<file path="config.mk">
export PLATFORM = sky130hd
export DESIGN_NAME = vga_axil_slave_fsm
export DESIGN_NICKNAME = d
export VERILOG_FILES = /design/src/rtl/vga_axil_slave_fsm.sv
export SDC_FILE = /design/constraint.sdc
export NUM_CORES = 1
export LEC_CHECK = 0
export CAP_MARGIN = 20
export CORE_MARGIN = 8
export CORE_UTILIZATION = 39
export DETAILED_ROUTE_END_ITERATION = 10
export GPL_TIMING_DRIVEN = 1
export HOLD_SLACK_MARGIN = 0.03
export PLACE_DENSITY_LB_ADDON = 0.2
export SETUP_SLACK_MARGIN = 0.02
export SLEW_MARGIN = 30
export SYNTH_ARGS = -nofsm -noshare
export SYNTH_HDL_FRONTEND = slang
export SYNTH_SLANG_ARGS = --single-unit
</file>
<file path="constraint.sdc">
create_clock -name clk -period 1.94 [get_ports clk]
set_input_delay 0.388 -clock clk [delete_from_list [all_inputs] [get_ports clk]]
set_output_delay 0.388 -clock clk [all_outputs]
set_load 0.02 [all_outputs]
</file>
<file path="src/rtl/vga_axil_slave_fsm.sv">
// AXI-Lite slave to native word bus: independent write/read FSMs, bvalid 2 cycles after last AW/W handshake, rvalid 3 cycles after AR.
// Responses hold until bready/rready; define VGA_AXIL_SLVERR_EN to answer misaligned addresses with SLVERR and no native strobe.
module vga_axil_slave_fsm #(
  parameter int AXIL_ADDR_WIDTH = 32,
  parameter int AXIL_DATA_WIDTH = 32,
  localparam int AXIL_WIDTH_OFFSET = $clog2(AXIL_DATA_WIDTH / 8)
) (
  input  logic                                         clk,
  input  logic                                         arst_n,
  // write address
  input  logic [AXIL_ADDR_WIDTH-1:0]                   awaddr,
  input  logic [2:0]                                   awprot,
  input  logic                                         awvalid,
  output logic                                         awready,
  // write data
  input  logic [AXIL_DATA_WIDTH-1:0]                   wdata,
  input  logic [AXIL_DATA_WIDTH/8-1:0]                 wstrb,
  input  logic                                         wvalid,
  output logic                                         wready,
  // write response
  output logic [1:0]                                   bresp,
  output logic                                         bvalid,
  input  logic                                         bready,
  // read address
  input  logic [AXIL_ADDR_WIDTH-1:0]                   araddr,
  input  logic [2:0]                                   arprot,
  input  logic                                         arvalid,
  output logic                                         arready,
  // read data
  output logic [AXIL_DATA_WIDTH-1:0]                   rdata,
  output logic [1:0]                                   rresp,
  output logic                                         rvalid,
  input  logic                                         rready,
  // native write
  output logic                                         write_en,
  output logic [AXIL_ADDR_WIDTH-AXIL_WIDTH_OFFSET-1:0] addr_write,
  output logic [AXIL_DATA_WIDTH-1:0]                   data2native,
  // native read
  output logic                                         read_en_sync,
  output logic [AXIL_ADDR_WIDTH-AXIL_WIDTH_OFFSET-1:0] addr_read,
  input  logic [AXIL_DATA_WIDTH-1:0]                   data2axil
);

  localparam int NAW = AXIL_ADDR_WIDTH - AXIL_WIDTH_OFFSET;
  localparam logic [1:0] RESP_OKAY   = 2'b00;
  localparam logic [1:0] RESP_SLVERR = 2'b10;

`ifdef VGA_AXIL_SLVERR_EN
  localparam bit SlvErrEn = 1'b1;
`else
  localparam bit SlvErrEn = 1'b0;
`endif

  typedef enum logic [1:0] {W_IDLE, W_WRITE, W_RESP} w_state_e;
  typedef enum logic [1:0] {R_IDLE, R_READ, R_CAPTURE, R_RESP} r_state_e;

  logic unused_ok;
  assign unused_ok = ^{awprot, arprot, wstrb};

  // ---------------------------------------------------------------- write
  w_state_e                   w_state_q, w_state_d;
  logic                       aw_got_q, aw_got_d;
  logic                       w_got_q, w_got_d;
  logic                       aw_err_q, aw_err_d;
  logic                       awready_q, awready_d;
  logic                       wready_q, wready_d;
  logic                       write_en_q, write_en_d;
  logic [NAW-1:0]             addr_write_q, addr_write_d;
  logic [AXIL_DATA_WIDTH-1:0] data2native_q, data2native_d;
  logic                       bvalid_q, bvalid_d;
  logic [1:0]                 bresp_q, bresp_d;
  logic                       aw_hs, w_hs;

  assign aw_hs = awvalid & awready_q;
  assign w_hs  = wvalid & wready_q;

  always_comb begin
    w_state_d     = w_state_q;
    aw_got_d      = aw_got_q;
    w_got_d       = w_got_q;
    aw_err_d      = aw_err_q;
    awready_d     = awready_q;
    wready_d      = wready_q;
    write_en_d    = 1'b0;
    addr_write_d  = addr_write_q;
    data2native_d = data2native_q;
    bvalid_d      = bvalid_q;
    bresp_d       = bresp_q;
    case (w_state_q)
      W_IDLE: begin
        if (aw_hs) begin
          aw_got_d     = 1'b1;
          addr_write_d = awaddr[AXIL_ADDR_WIDTH-1:AXIL_WIDTH_OFFSET];
          aw_err_d     = SlvErrEn && (|awaddr[AXIL_WIDTH_OFFSET-1:0]);
        end
        if (w_hs) begin
          w_got_d       = 1'b1;
          data2native_d = wdata;
        end
        // AW and W may arrive in either order; launch once both are held
        if (aw_got_d && w_got_d) begin
          w_state_d  = W_WRITE;
          write_en_d = !aw_err_d;
          awready_d  = 1'b0;
          wready_d   = 1'b0;
        end else begin
          awready_d = !aw_got_d;
          wready_d  = !w_got_d;
        end
      end
      W_WRITE: begin
        w_state_d = W_RESP;
        bvalid_d  = 1'b1;
        bresp_d   = aw_err_q ? RESP_SLVERR : RESP_OKAY;
      end
      W_RESP: begin
        if (bready) begin
          w_state_d = W_IDLE;
          bvalid_d  = 1'b0;
          aw_got_d  = 1'b0;
          w_got_d   = 1'b0;
          aw_err_d  = 1'b0;
          awready_d = 1'b1;
          wready_d  = 1'b1;
        end
      end
      default: w_state_d = W_IDLE;
    endcase
  end

  always_ff @(posedge clk or negedge arst_n) begin
    if (!arst_n) begin
      w_state_q     <= W_IDLE;
      aw_got_q      <= 1'b0;
      w_got_q       <= 1'b0;
      aw_err_q      <= 1'b0;
      awready_q     <= 1'b0;
      wready_q      <= 1'b0;
      write_en_q    <= 1'b0;
      addr_write_q  <= '0;
      data2native_q <= '0;
      bvalid_q      <= 1'b0;
      bresp_q       <= RESP_OKAY;
    end else begin
      w_state_q     <= w_state_d;
      aw_got_q      <= aw_got_d;
      w_got_q       <= w_got_d;
      aw_err_q      <= aw_err_d;
      awready_q     <= awready_d;
      wready_q      <= wready_d;
      write_en_q    <= write_en_d;
      addr_write_q  <= addr_write_d;
      data2native_q <= data2native_d;
      bvalid_q      <= bvalid_d;
      bresp_q       <= bresp_d;
    end
  end

  // ---------------------------------------------------------------- read
  r_state_e                   r_state_q, r_state_d;
  logic                       r_err_q, r_err_d;
  logic                       arready_q, arready_d;
  logic                       read_en_q, read_en_d;
  logic [NAW-1:0]             addr_read_q, addr_read_d;
  logic [AXIL_DATA_WIDTH-1:0] rdata_q, rdata_d;
  logic [1:0]                 rresp_q, rresp_d;
  logic                       rvalid_q, rvalid_d;
  logic                       ar_hs;

  assign ar_hs = arvalid & arready_q;

  always_comb begin
    r_state_d   = r_state_q;
    r_err_d     = r_err_q;
    arready_d   = arready_q;
    read_en_d   = 1'b0;
    addr_read_d = addr_read_q;
    rdata_d     = rdata_q;
    rresp_d     = rresp_q;
    rvalid_d    = rvalid_q;
    case (r_state_q)
      R_IDLE: begin
        arready_d = !ar_hs;
        if (ar_hs) begin
          r_state_d   = R_READ;
          addr_read_d = araddr[AXIL_ADDR_WIDTH-1:AXIL_WIDTH_OFFSET];
          r_err_d     = SlvErrEn && (|araddr[AXIL_WIDTH_OFFSET-1:0]);
          read_en_d   = !r_err_d;
        end
      end
      R_READ: r_state_d = R_CAPTURE;
      // native data is valid the cycle after the read strobe
      R_CAPTURE: begin
        r_state_d = R_RESP;
        rdata_d   = r_err_q ? '0 : data2axil;
        rresp_d   = r_err_q ? RESP_SLVERR : RESP_OKAY;
        rvalid_d  = 1'b1;
      end
      R_RESP: begin
        if (rready) begin
          r_state_d = R_IDLE;
          rvalid_d  = 1'b0;
          r_err_d   = 1'b0;
          arready_d = 1'b1;
        end
      end
      default: r_state_d = R_IDLE;
    endcase
  end

  always_ff @(posedge clk or negedge arst_n) begin
    if (!arst_n) begin
      r_state_q   <= R_IDLE;
      r_err_q     <= 1'b0;
      arready_q   <= 1'b0;
      read_en_q   <= 1'b0;
      addr_read_q <= '0;
      rdata_q     <= '0;
      rresp_q     <= RESP_OKAY;
      rvalid_q    <= 1'b0;
    end else begin
      r_state_q   <= r_state_d;
      r_err_q     <= r_err_d;
      arready_q   <= arready_d;
      read_en_q   <= read_en_d;
      addr_read_q <= addr_read_d;
      rdata_q     <= rdata_d;
      rresp_q     <= rresp_d;
      rvalid_q    <= rvalid_d;
    end
  end

  assign awready      = awready_q;
  assign wready       = wready_q;
  assign bvalid       = bvalid_q;
  assign bresp        = bresp_q;
  assign write_en     = write_en_q;
  assign addr_write   = addr_write_q;
  assign data2native  = data2native_q;
  assign arready      = arready_q;
  assign read_en_sync = read_en_q;
  assign addr_read    = addr_read_q;
  assign rdata        = rdata_q;
  assign rresp        = rresp_q;
  assign rvalid       = rvalid_q;

endmodule

</file>
Yosys cells after proc, flatten, opt, wreduce, memory -nomap -nowiden
Cells that the tools add are included.
- flip-flop bits (word level): 143
- bits of input ports: 145
- output and inout bits: 135
- logic and storage cells: 87
- eq/ne operators: 9
- muxes and demuxes: 35
- bitwise gates (word level): 3
- reductions and logical operators: 21
- operator list (operator ; number):
    $mux 32 ; 1
    $pmux 1 s2 ; 9
    $reduce_and 2->1 ; 9
    $mux 1 ; 17
    $mux 2 ; 6
    $ne 2x2->1 const B ; 4
    $pmux 2 s4 ; 1
    $reduce_bool 2->1 ; 4
    $eq 2x2->1 const B ; 3
    $pmux 2 s3 ; 1
    $eq 2x1->1 const B ; 2
    $logic_not 1->1 ; 4
    $logic_not 2->1 ; 2
    $and 1x1->1 ; 3
    $reduce_and 3->1 ; 1
    $logic_and 1x1->1 ; 1

Depth between registers and ports, before layout
- depth in word-level cells: 6
- gate-level depth with buffers: 6
- mapped depth without buffers: 5

Worst setup path before layout
OpenSTA, ideal clock, no wires.
- kind: reg-to-reg
- from: register r_state_q[0]
- to: register rdata_q[10], in the netlist rdata[10]
- library setup time: 0.125 ns
- arrival time: 1.376 ns
- required time: 1.815 ns
- setup slack: 0.439 ns
- stages on the path, launching flop included: 6
- buffers on the path: 2
- period minus slack after synthesis: 1.501 ns
- path through: dfrtp_1 -> inv_1 -> ha_1 -> clkbuf_1 -> buf_2 -> mux2_2
- word-level cells in the longest chain between the ends: 1
- RTL lines (element ; line ; text):
    from (decl) ; 160 ; r_state_e r_state_q, r_state_d;
    from (signal assigned) ; 222 ; r_state_q <= r_state_d;
    $eq 2x2->1 ; 181 ; case (r_state_q)
    to (signal assigned) ; 227 ; rdata_q <= rdata_d;
    to (decl) ; 165 ; logic [AXIL_DATA_WIDTH-1:0] rdata_q, rdata_d;
No other way between the ends.
A chain may end at the register's enable or synchronous reset.

Final worst setup path
- from: register wready_q, in the netlist wready
- to: output wready
- RTL lines (element ; line ; text):
    from (decl) ; 66 ; logic wready_q, wready_d;
    from (signal assigned) ; 150 ; wready_q <= wready_d;
    to (decl) ; 19 ; output logic wready,
No word-level cell between the ends.

==> results.txt <==
The count of maximum capacitance violations was 0; the maximum clock path buffer count was 2. The post-route netlist has 26.6% of its cells at a drive strength greater than 1. In the global route stage, overall resource usage came out at 17.3%. The run gives 14800 µm as the total wire length after detailed routing.

The number of endpoints failing setup at the final stage was 0. The initial antenna violation count is 0. STA classifies the critical path endpoint as an output port. The number of warning messages in the yosys log is 0. The number of flip-flops and latches in the synthesized netlist was 139. The leakage power is 3.68 nW. Sequential elements use 65.5% of the synthesized area. Proportion of register bits with asynchronous set or reset after synthesis: 100%.

The tools report the number of routed nets with antenna violations as 0. For the total DRC errors in the routed layout, the log shows 0. Based on the critical path, the design can be clocked at up to 0.539 GHz. The number of slew-limit violations in the final report is 0, and the height of the die is 133 µm. The post-CTS setup buffer count is 0, and the insertion delay to the later sink of the worst-skew pair is 0.41 ns. Post-synthesis cell type count: 24. The detail-routed net length per standard cell was 18.7 µm. The routed layout has 3693 vias. Classification of the worst-slack hold path: register to register. The number of diodes added for antenna fixing is 0.

The signal on the critical path passes through clkdlybuf4s50_1. Entering global routing, the biggest net connects 55 pins. The number of buffers and inverters on the critical path works out to 1.

The logic depth of the worst path, buffers included was 1; the area of all placed cells without fillers was 0.00874 mm². The tools report the kind of start point of the critical path as a register. Number of global-route vias before repair: 4204. The critical path is of the register to output port type. In the synthesized netlist the dominant register cell turns out to be sky130_fd_sc_hd__dfrtp_1. The clock skew was 0.00393 ns. Measured slew at the worst slew-check pin: 0.550 ns. The tools report the first-pass GRT wire length as 23600 µm. The area growth from synthesis to layout is 64.6%. The H-tree was split into 4 levels. A synthesized cell averages 16.2 µm². IR analysis of the VDD net gives a maximum drop of 0.00108 V. Setup total negative slack on the finished layout was measured at 0 ns. Critical-path cell with the highest stage delay: sky130_fd_sc_hd__clkdlybuf4s50_1.

The hold violation total from the final report is 0. The summed instance area of the synthesized netlist was 0.00531 mm²; the starting density of the core was 39.9%. The floorplan step defined a core boundary enclosing 0.0133 mm². The first routing iteration left 91 violations. TritonCTS built the clock tree. The total power of the final layout is 15.9 mW. The number of placement rows is 42.

Summing all placed instances gives a cell area of 0.00817 mm². The run finished with clean final reports. The logs give 0.733 for the global placement routability congestion and 280 for the number of top-level pins. The count of input and output buffers is 262. The highest net fanout along the worst path works out to 4.

The worst path uses 95.6% of the clock period. Setup repair after global routing left no endpoint under its margin. The floorplan die area is 0.0176 mm². The biggest cell delay along the critical path is 0.65 ns. For the worst setup path, the data required time is 1.55 ns. The ratio of routed vias to standard cells was 4.66; the areal power density over the cells was 1820 mW/mm².

The run gives 17 as the number of CTS-inserted buffers. The run gives 0.485 ns as the smallest hold slack. The final critical-path required period is 1.85 ns. The HPWL after detailed placement is 11400 µm, and the post-synthesis cell count is 328.

Summed over all layers, the global routing overflow is 0. Dominant delay contributor by cell family on the critical path: buffers and inverters. For the worst setup path, the data arrival time is 1.47 ns. In this run the tightest slew margin relative to its limit is 63.3%.

Yosys mapped a number of flops with a built-in enable equal to 0. The run gives 4 as the iteration count of the initial detailed-routing pass. The die is 133 µm wide.

In this run the clock root is driven by a sky130_fd_sc_hd__clkbuf_16. Counting cells, the worst reg-to-reg path comes to 5. CTS saw 139 sinks.

Worst hold path stage count: 1. After the last flow step, the layout net total stands at 753. Clock slew seen by the registers of the worst setup and hold paths: 0.06 ns.
[sequential cells by signal (all words and copies together) (netlist names)]
signal        count
bresp             1
w_state_q         2
aw_err_q          1
write_en          1
w_got_q           1
r_state_q         2
rvalid            1
read_en_sync      1
addr_write       30
bvalid            1
arready           1
rdata            32
wready            1
awready           1
data2native      32
addr_read        30
aw_got_q          1
[cells by family (layout without fill, tap and decap cells)]
group / after synthesis / count (layout) / synth area share [%]
AND/OR/NAND/NOR: 19 / 19 / 2.15
multiplexers: 126 / 126 / 26.7
adder cells (fa/ha/maj): 3 / 3 / 0.707
flip-flops: 139 / 139 / 65.5
AO/OA/AOI/OAI: 16 / 16 / 1.82
buffers and inverters: 24 / 311 / 2.99
other: 1 / 3 / 0.0707
[timing repair]
item,CTS,global route
hold buffers,1,0
hold endpoints to repair,49,0
endpoints found under the setup margin,0,1
gates resized for setup,0,1
[layout make-up]
class | instances | area, µm²
Fill cell | 999 | 4560
Sequential cell | 139 | 3480
Timing Repair Buffer | 274 | 2780
Multi-Input combinational cell | 167 | 1680
Clock buffer | 23 | 488
Tap cell | 176 | 220
Clock inverter | 8 | 67.6
Inverter | 6 | 22.5
[synth_stat cells, types with 2 or more instances]
cell type,count,area [µm²]
sky130_fd_sc_hd__o21ai_0,4,20.0
sky130_fd_sc_hd__inv_1,6,22.5
sky130_fd_sc_hd__buf_4,4,30.0
sky130_fd_sc_hd__dfrtp_1,139,3480
sky130_fd_sc_hd__nor2_1,3,11.3
sky130_fd_sc_hd__buf_6,6,67.6
sky130_fd_sc_hd__nand2b_1,3,18.8
sky130_fd_sc_hd__nand2_1,7,26.3
sky130_fd_sc_hd__mux2_2,121,1360
sky130_fd_sc_hd__mux2_1,5,56.3
sky130_fd_sc_hd__o32a_1,2,20.0
sky130_fd_sc_hd__ha_1,3,37.5
sky130_fd_sc_hd__buf_2,7,35.0
sky130_fd_sc_hd__nor3_4,2,32.5
sky130_fd_sc_hd__a21oi_1,7,35.0
[where the power goes]
part           switching (mW)  internal, mW  total, mW
clock network            1.15          1.88       3.03
logic                    3.52          4.18       7.70
registers               0.810          4.38       5.19
[stage by stage]
step | util (%) | worst slack, ns | std cells
after floorplan | - | 0.439 | 330
after global placement | 61.4 | 0.0970 | 761
after detailed placement | 61.4 | 0.0458 | 761
after CTS | 65.7 | 0.0313 | 793
after global routing | 65.7 | 0.0255 | 793
final | 65.7 | 0.0854 | 793
[cells in the final DEF (no fill, tap or decap), drive strengths merged]
cell type / count
clkdlybuf4s50: 260
o32a: 2
nor2: 3
a21oi: 7
dlymetal6s2s: 1
o21a: 1
dlygate4sd3: 1
o21ai: 4
clkinvlp: 1
nor3: 2
or3: 1
nor2b: 1
nand2: 7
buf: 12
nand3b: 1
clkbuf: 23
ha: 3
clkinv: 6
bufinv: 1
o22ai: 1
inv: 6
nand2b: 3
a21o: 1
mux2: 126
nand3: 1
conb: 3
dfrtp: 139
[path summary, 6_finish.rpt]
| kind | from | to | slack (ns) |
|---|---|---|---|
| worst max-delay path | wready | wready | 0.09 |
| max in group asynchronous | arst_n | addr_read[16] | 0.78 |
| worst min-delay path | data2native[7] | data2native[7] | 0.48 |
| worst max register to register | r_state_q[0] | addr_read[10] | 0.41 |
| min in group asynchronous | arst_n | addr_write[10] | 0.52 |
| worst min register to register | data2native[7] | data2native[7] | 0.48 |
[layer usage]
layer	share of wire, %	global-route usage [%]	routed length [µm]
met3	9.6	8.67	1420
met2	53	30.1	7820
met5	0	0	0
met1	36	17.5	5380
met4	1.2	6.12	184
Power figures use the tool's default switching activity.
